===== config.mk =====
export PLATFORM = sky130hd
export DESIGN_NAME = block_stack_ctrl
export DESIGN_NICKNAME = d
export VERILOG_FILES = /design/src/rtl/block_stack_ctrl.sv
export SDC_FILE = /design/constraint.sdc
export NUM_CORES = 1
export LEC_CHECK = 0
export ABC_AREA = 1
export BUFFER_PORTS_ARGS = -buffer_cell sky130_fd_sc_hd__buf_2
export CORE_UTILIZATION = 25
export DETAILED_ROUTE_END_ITERATION = 7
export HOLD_SLACK_MARGIN = 0.03
export SYNTH_ARGS = -nofsm -noshare
export SYNTH_HDL_FRONTEND = slang
export SYNTH_SLANG_ARGS = --single-unit
export TNS_END_PERCENT = 10

===== constraint.sdc =====
create_clock -name clk -period 7 [get_ports clk]
set_clock_uncertainty 0.15 [all_clocks]
set_input_delay 0.7 -clock clk [delete_from_list [all_inputs] [get_ports clk]]
set_output_delay 0.7 -clock clk [all_outputs]
set_load 0.01 [all_outputs]

===== src/rtl/block_stack_ctrl.sv =====
// Stacking-game controller: a block sweeps across the playfield, the player stops it,
// and the overlap with the block below becomes the new block. Tracker handshake included.
module block_stack_ctrl #(
    parameter int SCREEN_W   = 160,
    parameter int UNIT_SHIFT = 3,
    parameter int START_SIZE = 8,
    parameter int MAX_LEVEL  = 15
) (
    input  logic       clk,
    input  logic       resetn,
    input  logic       start,
    input  logic       tick,
    input  logic       stop_btn,
    input  logic [8:0] prev_block_start,
    input  logic [8:0] prev_block_end,
    input  logic [3:0] prev_block_size,
    input  logic       done_tracking,
    output logic [8:0] curr_block_start,
    output logic [8:0] curr_block_end,
    output logic [3:0] curr_block_size,
    output logic       intersect_true,
    output logic       done_finding,
    output logic       reset_done_tracking,
    output logic       stop_true,
    output logic [3:0] level,
    output logic       game_over,
    output logic       win
);

    localparam logic [2:0] S_IDLE  = 3'd0;
    localparam logic [2:0] S_MOVE  = 3'd1;
    localparam logic [2:0] S_CALC  = 3'd2;
    localparam logic [2:0] S_TRACK = 3'd3;
    localparam logic [2:0] S_CLEAR = 3'd4;
    localparam logic [2:0] S_OVER  = 3'd5;

    localparam logic [8:0] UNIT = 9'(1 << UNIT_SHIFT);

    logic [2:0] r_state;
    logic [8:0] r_x, r_cs, r_ce;
    logic       r_dir;              // 0 = moving right, 1 = moving left
    logic [3:0] r_size, r_level;
    logic       r_int, r_df, r_rdt, r_stp, r_go, r_win, r_stop_q;

    logic [8:0] w_w, w_mv_end, w_os, w_oe, w_len;
    logic [3:0] w_nxt_lvl;
    logic       w_edge, w_fit_r, w_fit_l, w_ovl;

    assign w_w       = 9'(r_size) << UNIT_SHIFT;
    assign w_mv_end  = r_x + w_w - 9'd1;
    assign w_edge    = stop_btn & ~r_stop_q;
    // Widened to 10 bits so the lookahead sum cannot wrap
    assign w_fit_r   = ({1'b0, r_x} + {1'b0, w_w} + {1'b0, UNIT}) <= 10'(SCREEN_W);
    assign w_fit_l   = r_x >= UNIT;
    assign w_os      = (r_cs > prev_block_start) ? r_cs : prev_block_start;
    assign w_oe      = (r_ce < prev_block_end) ? r_ce : prev_block_end;
    assign w_ovl     = w_os <= w_oe;
    assign w_len     = w_oe - w_os + 9'd1;
    assign w_nxt_lvl = r_level + 4'd1;

    assign curr_block_start    = (r_state == S_MOVE) ? r_x : r_cs;
    assign curr_block_end      = (r_state == S_MOVE) ? w_mv_end : r_ce;
    assign curr_block_size     = r_size;
    assign intersect_true      = r_int;
    assign done_finding        = r_df;
    assign reset_done_tracking = r_rdt;
    assign stop_true           = r_stp;
    assign level               = r_level;
    assign game_over           = r_go;
    assign win                 = r_win;

    always_ff @(posedge clk or posedge resetn) begin
        if (resetn) begin
            r_state  <= S_IDLE;
            r_x      <= '0;
            r_cs     <= '0;
            r_ce     <= '0;
            r_dir    <= 1'b0;
            r_size   <= '0;
            r_level  <= '0;
            r_int    <= 1'b0;
            r_df     <= 1'b0;
            r_rdt    <= 1'b0;
            r_stp    <= 1'b0;
            r_go     <= 1'b0;
            r_win    <= 1'b0;
            r_stop_q <= 1'b0;
        end else begin
            r_stop_q <= stop_btn;
            r_rdt    <= 1'b0;
            r_stp    <= 1'b0;
            case (r_state)
                S_IDLE, S_OVER: begin
                    if (start) begin
                        r_x     <= '0;
                        r_dir   <= 1'b0;
                        r_size  <= 4'(START_SIZE);
                        r_level <= '0;
                        r_go    <= 1'b0;
                        r_win   <= 1'b0;
                        r_int   <= 1'b0;
                        r_rdt   <= 1'b1;
                        r_state <= S_MOVE;
                    end
                end
                S_MOVE: begin
                    // A stop edge takes priority over a coincident tick
                    if (w_edge) begin
                        r_stp   <= 1'b1;
                        r_cs    <= r_x;
                        r_ce    <= w_mv_end;
                        r_state <= S_CALC;
                    end else if (tick) begin
                        if (!r_dir) begin
                            if (w_fit_r) r_x <= r_x + UNIT;
                            else begin
                                r_dir <= 1'b1;
                                if (w_fit_l) r_x <= r_x - UNIT;
                            end
                        end else begin
                            if (w_fit_l) r_x <= r_x - UNIT;
                            else begin
                                r_dir <= 1'b0;
                                if (w_fit_r) r_x <= r_x + UNIT;
                            end
                        end
                    end
                end
                S_CALC: begin
                    if (prev_block_size == 4'd0) begin
                        r_int <= 1'b1;
                    end else begin
                        r_int <= w_ovl;
                        if (w_ovl) begin
                            r_cs   <= w_os;
                            r_ce   <= w_oe;
                            r_size <= 4'(w_len >> UNIT_SHIFT);
                        end
                    end
                    r_df    <= 1'b1;
                    r_state <= S_TRACK;
                end
                S_TRACK: begin
                    if (done_tracking) begin
                        r_df    <= 1'b0;
                        r_rdt   <= 1'b1;
                        r_state <= S_CLEAR;
                    end
                end
                S_CLEAR: begin
                    if (!r_int) begin
                        r_go    <= 1'b1;
                        r_state <= S_OVER;
                    end else begin
                        r_level <= w_nxt_lvl;
                        if (w_nxt_lvl == 4'(MAX_LEVEL)) begin
                            r_win   <= 1'b1;
                            r_go    <= 1'b1;
                            r_state <= S_OVER;
                        end else begin
                            r_x     <= '0;
                            r_dir   <= 1'b0;
                            r_state <= S_MOVE;
                        end
                    end
                end
                default: r_state <= S_IDLE;
            endcase
        end
    end

endmodule


==> summary.md, run 1 <==
| Metric | Value |
|---|---|
| Die area | `0.0167 mm^2` |
| Post-Syn Area | `0.00405 mm^2` |
| Leakage | `0.00261 uW` |
| Hold path depth | `2` |
| Min-delay src | `r_ce[0]$_DFFE_PP0P_` |
| Core box area | `0.0158 mm^2` |
| Maximum vdd ir drop | `178 uV` |
| Initial DRC count | `206` |
| Number of synthesized flops with an enable pin | `0` |
| Reg2Reg Depth | `15` |
| Worst-Margin Slew | `1.01 ns` |
| Hold Path Class | `flop to flop` |
| Total CTS buffers | `5` |
| Unrepaired setup endpoints after global routing | `false` |
| Final ANT Viol Nets | `0` |
| Clock sink total | `43` |
| MaxCap Viol Count | `0` |
| Xor/xnor cell area share of the yosys netlist | `3.24%` |
| First-pass GRT wire length | `17700 um` |
| Number of synthesized register bits | `43` |
| Setup WS post-layout | `3.09 ns` |
| Post-Synth Simple-Gate Area | `29.1%` |
| Largest family of logic cells by synthesized area | `simple AND/OR/NAND/NOR gates` |
| Slew HR | `32.3%` |
| Die W | `129 um` |
| Final setup vio count | `0` |
| Nets | `726` |
| Gr usage total | `13.4%` |
| Post-synthesis adder-cell area fraction | `17.9%` |
| CP endpoint kind | `flop` |
| Rows | `46` |
| H-tree levels | `2` |
| Mux cell area share after synthesis | `0.247%` |
| CTS Hold Buffers Added | `0` |
| Detail Placement HPWL | `8380 um` |
| Pwr dens | `509 mW/mm^2` |
| Longest Clk Path Bufs | `2` |
| Fmax | `256 MHz` |
| Syn avg cell area | `6.89 um^2` |
| CP Launch Type | `primary input` |
| CTS tree | `yes` |
| Antenna diodes | `0` |
| Critical path origin | `prev_block_end[8]` |
| Synth cell types | `43` |
| Routed vias/inst | `4.45` |
| Setup Total Neg Slack | `0 ns` |
| Max Transition Viols Final | `0` |
| Status | `complete, no violations` |
| Worst Hold Slack | `0.327 ns` |
| WP data required | `7.03 ns` |
| # IOs | `60` |
| Worst Path Arrival | `3.94 ns` |
| Ys async rst share | `100%` |
| Vias | `3820` |
| Complex-gate fraction of the synthesized area | `12.3%` |
| Final hold violation count | `0` |
| Syn. warnings | `0` |
| Syn Nets | `672` |
| Initial Utilization | `25.6%` |
| Post-cts resize count | `0` |
| R2R Path End | `r_ce[8]$_DFFE_PP0P_` |
| Final WL | `10700 um` |
| Initial antenna violation count | `0` |
| Worst hold endpoint | `r_ce[0]$_DFFE_PP0P_` |
| Area growth syn-to-layout | `16.8%` |
| Largest net degree at the start of global routing | `44` |
| Clock Pin Slew Worst Setup and Hold Paths | `0.06 ns` |
| Grt total ovfl | `0` |
| Port bufs | `59` |
| Setup WS pre-CTS | `2.80 ns` |
| Share of cells above drive strength 1 | `13.2%` |
| R2R Path Start | `r_ce[8]$_DFFE_PP0P_` |
| Final Critical Period | `3.91 ns` |
| Clock Latency Late Sink | `0.29 ns` |
| Fin crit share | `55.8%` |
| Routed length per instance | `12.4 um` |
| Ys flop type | `dfrtp_1` |
| Remaining DRCs | `0` |
| GP Congestion | `0.867` |
| Seq/Total Area, Yosys | `26.6%` |
| Post-Synthesis Cells | `588` |
| Vias in the first global route | `3566` |
| Initial DRT Pass Iterations | `5` |
| Setup CP Type | `primary input to flop` |
| Setup bufs post-CTS | `0` |
| CP max FO | `22` |
| Die Y | `129 um` |
| Slack of the worst reg-to-reg path | `3.20 ns` |
| Root Buffer | `clkbuf_16` |
[worst max-delay path, stage by stage]
cell and delay [ns]:
buf_2 0.07, inv_1 0.04, ha_1 0.30, nand2_1 0.09, inv_1 0.05, a21oi_2 0.17
nand3_2 0.27, o21ai_0 0.46, ha_1 0.35, a21oi_1 0.16, nor2_1 0.05, a2111oi_0 0.47
nand2_2 0.14, nand3_4 0.22, nand2_4 0.20, nand2_1 0.12, nand2_1 0.05
[sequential cells by signal, summed over array words and instances (netlist names), 3 cells and up]
signal / count
level: 4
r_cs: 9
r_x: 6
r_state: 3
curr_block_size: 4
r_ce: 9
[cells by family (layout without fill, tap and decap cells)]
family / Yosys count / after routing
other cells: 1 / 1
simple gates: 274 / 274
mux: 1 / 1
compound gates: 88 / 88
fa+ha+maj: 56 / 56
flops: 43 / 43
xor+xnor: 15 / 15
buf+inv: 110 / 165
[cell usage after synthesis, types with 5 or more instances]
master    instances  area share (%)
xnor2_1           5             1.1
nor3_1            8            0.99
nand4_1           7             1.1
ha_1             53              16
nor2_1           36             3.3
clkbuf_1          8            0.74
nand3_1          38             4.7
xor2_1           10             2.2
o21ai_0          57             7.0
nand2_1         168              16
dfrtp_1          43              27
a21oi_1          14             1.7
inv_1            95             8.8
[how the worst max path moves through the flow]
| stage | end | slack [ns] | cells past startpoint |
|---|---|---|---|
| 6_report | r_ce[8]$_DFFE_PP0P_ | 3.09 | 17 |
| 4_1_cts | r_ce[8]$_DFFE_PP0P_ | 3.09 | 17 |
| 5_1_grt | r_ce[8]$_DFFE_PP0P_ | 2.75 | 20 |
| 2_1_floorplan | curr_block_size[3]$_DFFE_PP0P_ | 3.31 | 22 |
| 3_5_place_dp | r_ce[6]$_DFFE_PP0P_ | 2.80 | 17 |
| 3_3_place_gp | r_ce[8]$_DFFE_PP0P_ | 2.84 | 17 |
[where the power goes]
group,internal [uW],total [uW],switching [uW]
Sequential,347,456,109
Combinational,603,1670,1070
Clock,178,280,102
[routing by layer]
layer  wire, um  GRT usage, %  vias up
met5          0             0        -
met3        594          2.06        4
met1       5550          19.3     1721
met2       4480          21.3      100
li1           -             -     1995
met4         51          2.35        0
[cell usage in the layout (no fill, tap or decap), types with 2 or more instances in the layout]
master	netlist	routed
nand2_1	168	168
inv_1	95	94
buf_2	2	59
o21ai_0	57	57
ha_1	53	53
dfrtp_1	43	43
nand3_1	38	38
nor2_1	36	36
a21oi_1	14	14
xor2_1	10	10
nor3_1	8	8
nand4_1	7	7
xnor2_1	5	5
clkbuf_16	0	5
o41ai_1	3	3
a31oi_1	3	3
or2_2	3	3
nand2_2	3	3
fa_1	3	3
nor2_2	2	2
clkinv_1	1	2
o211ai_1	2	2
o21a_1	2	2
nand3_2	2	2
[metrics by stage]
stage / cells / area (um^2) / util, % / power (uW)
after floorplan: 588 / 4050 / - / 1690
after global placement: 851 / 4560 / 28.8 / 2110
after detailed placement: 851 / 4560 / 28.8 / 2120
after CTS: 859 / 4730 / 29.9 / 2420
after global routing: 859 / 4730 / 29.9 / 2720
final: 859 / 4730 / 29.9 / 2410
[area by class of cell]
type	count	area (um^2)
well taps	216	270
fillers	1740	11100
multi-input cells	435	2540
clock buffers	6	139
inverters	97	364
repair buffers	60	303
flip-flops and latches	43	1080
clock inverters	2	35.0
(Power assumes the default switching activity.)
==> run 2, diff against run 1 <==
clock period = 3.78 ns   (was 7 ns; I/O delays follow)
==> summary.md, run 2 (same netlist as run 1, synthesis figures left out) <==
| Metric | Value |
|---|---|
| Status | `complete, no violations` |
| Fmax | `289 MHz` |
| Routed length per instance | `12.5 um` |
| Routed vias/inst | `4.48` |
| MaxCap Viol Count | `0` |
| Share of cells above drive strength 1 | `15.4%` |
| Commonest non-fill, non-tap cells in the layout | `nand2_1, inv_1, buf_2, ha_1, o21ai_0` |
| CP cell instances | `ha_1 -> nand2_1 -> nor2_2 -> nand4_1 -> nand2_4 -> nand2_1 -> o21ai_1 -> inv_1 -> ha_1 -> fa_1 -> o21bai_1 -> nand2_1 -> inv_1 -> o21a_1 -> o21ai_2 -> nor3b_1 -> nand3_1 -> nand2_1` |
| Clock sink total | `43` |
| Nets | `740` |
| Initial DRT Pass Iterations | `5` |
| Initial Utilization | `25.6%` |
| Grt total ovfl | `0` |
| Slew HR | `39.8%` |
| Slowest cell delay on critical path | `0.48 ns` |
| Max Used Layer | `met4` |
| Max Transition Viols Final | `0` |
| Final hold violation count | `0` |
| Die W | `129 um` |
| Clock Latency Late Sink | `0.29 ns` |
| Pwr dens | `934 mW/mm^2` |
| Final setup vio count | `0` |
| Core box area | `0.0158 mm^2` |
| Largest net degree at the start of global routing | `41` |
| Die Y | `129 um` |
| Worst path slowest cell | `fa_1` |
| Maximum vdd ir drop | `394 uV` |
| Antenna diodes | `0` |
| Leakage | `0.00267 uW` |
| CP Launch Type | `flop` |
| Setup WS post-layout | `0.319 ns` |
| Routed wl met3 | `526 um` |
| Met2 routed wirelength | `4580 um` |
| Clock Pin Slew Worst Setup and Hold Paths | `0.06 ns` |
| Rows | `46` |
| # IOs | `60` |
| Min-delay src | `stop_btn` |
| Final Critical Period | `3.46 ns` |
| Critical path origin | `r_cs[8]$_DFFE_PP0P_` |
| Initial DRC count | `195` |
| Remaining DRCs | `0` |
| CP endpoint kind | `flop` |
| Root Buffer | `clkbuf_16` |
| Gr usage total | `14.0%` |
| R2R Path Start | `r_cs[8]$_DFFE_PP0P_` |
| Initial antenna violation count | `0` |
| GP Congestion | `0.867` |
| Worst Path Arrival | `3.55 ns` |
| WL met1 | `5680 um` |
| First-pass GRT wire length | `18000 um` |
| Fin crit share | `91.6%` |
| Total CTS buffers | `5` |
| Port bufs | `59` |
| CP max FO | `15` |
| Unrepaired setup endpoints after global routing | `false` |
| Most used cell, CP | `nand2_1` |
| WP data required | `3.87 ns` |
| Final ANT Viol Nets | `0` |
| Longest Clk Path Bufs | `2` |
| Fillers | `1735` |
| Detail Placement HPWL | `8600 um` |
| Vias | `3907` |
| Commonest non-fill, non-tap cell in the layout | `nand2_1` |
| Setup CP Type | `flop to flop` |
| Setup Total Neg Slack | `0 ns` |
| Area growth syn-to-layout | `19.4%` |
| Hold Path Class | `primary input to flop` |
| CTS tree | `yes` |
| Worst-Margin Slew | `0.891 ns` |
| H-tree levels | `2` |
| Setup WS pre-CTS | `0.00408 ns` |
| Vias in the first global route | `3545` |
| Die area | `0.0167 mm^2` |
| Final WL | `10900 um` |
| Largest registers | `r_ce: 9 flops, r_cs: 9 flops, r_x: 6 flops` |
run 2: cell types whose count changed in the layout (fill, tap and decap cells not counted), sizes merged:
cell / delta
buf: +13
bufinv: -1
dlygate4sd3: +1
run 2: what timing repair did:
| action | CTS | global route |
|---|---|---|
| endpoints found under the setup margin | 0 | 22 |
| hold buffers | 1 | 0 |
| hold endpoints to repair | 3 | 0 |
| setup buffers | 0 | 0 |
| resized for setup | 0 | 16 |
run 2: path summary, 6_finish.rpt:
check,cells after the start,slack (ns),to
max,18,0.32,curr_block_size[2]$_DFFE_PP0P_
min,1,0.05,r_stop_q$_DFF_PP0_
max reg2reg,18,0.32,curr_block_size[2]$_DFFE_PP0P_
min reg2reg,2,0.33,r_ce[0]$_DFFE_PP0P_
max in group asynchronous,4,2.40,done_finding$_DFFE_PP0P_
min in group asynchronous,3,0.35,r_x[6]$_DFFE_PP0P_
run 2: critical path, delay by kind of cell, from the launching register on:
family / cells / cell delay (ns)
and+or+nand+nor: 9 / 1.15
adders and majority gates: 3 / 1.02
AOI/OAI and AO/OA: 4 / 0.51
buffers and inverters: 2 / 0.15
DFF: 1 / 0.42
run 2: routing by layer:
layer	vias up	track usage [%]
met2	94	21.8
met5	-	0
met3	8	2.44
li1	2026	-
met4	0	3.11
met1	1779	20.0
run 2: stage by stage:
step,utilization (%),power [uW],instances,area [um^2],hold slack (ns)
floorplan,-,3130,588,4050,0.259
global placement,29.4,3990,864,4650,0.108
detailed placement,29.4,4020,864,4650,0.103
CTS,30.4,4490,872,4810,0.0525
global route,30.6,5050,872,4840,0.0534
finish,30.6,4520,872,4840,0.0538
run 2: cell type report:
cell class | instances | area (um^2) | area share (%)
flip-flops and latches | 43 | 1080 | 22.3
multi-input cells | 435 | 2570 | 53.2
inverters | 97 | 364 | 7.53
clock buffers | 6 | 139 | 2.87
repair buffers | 74 | 410 | 8.49
well taps | 216 | 270 | 5.59
clock inverters | 1 | 5.00 | 0.103
run 2: power breakdown:
group          internal, uW  switching, uW
logic                  1210           2020
clock network           258            189
registers               643            199
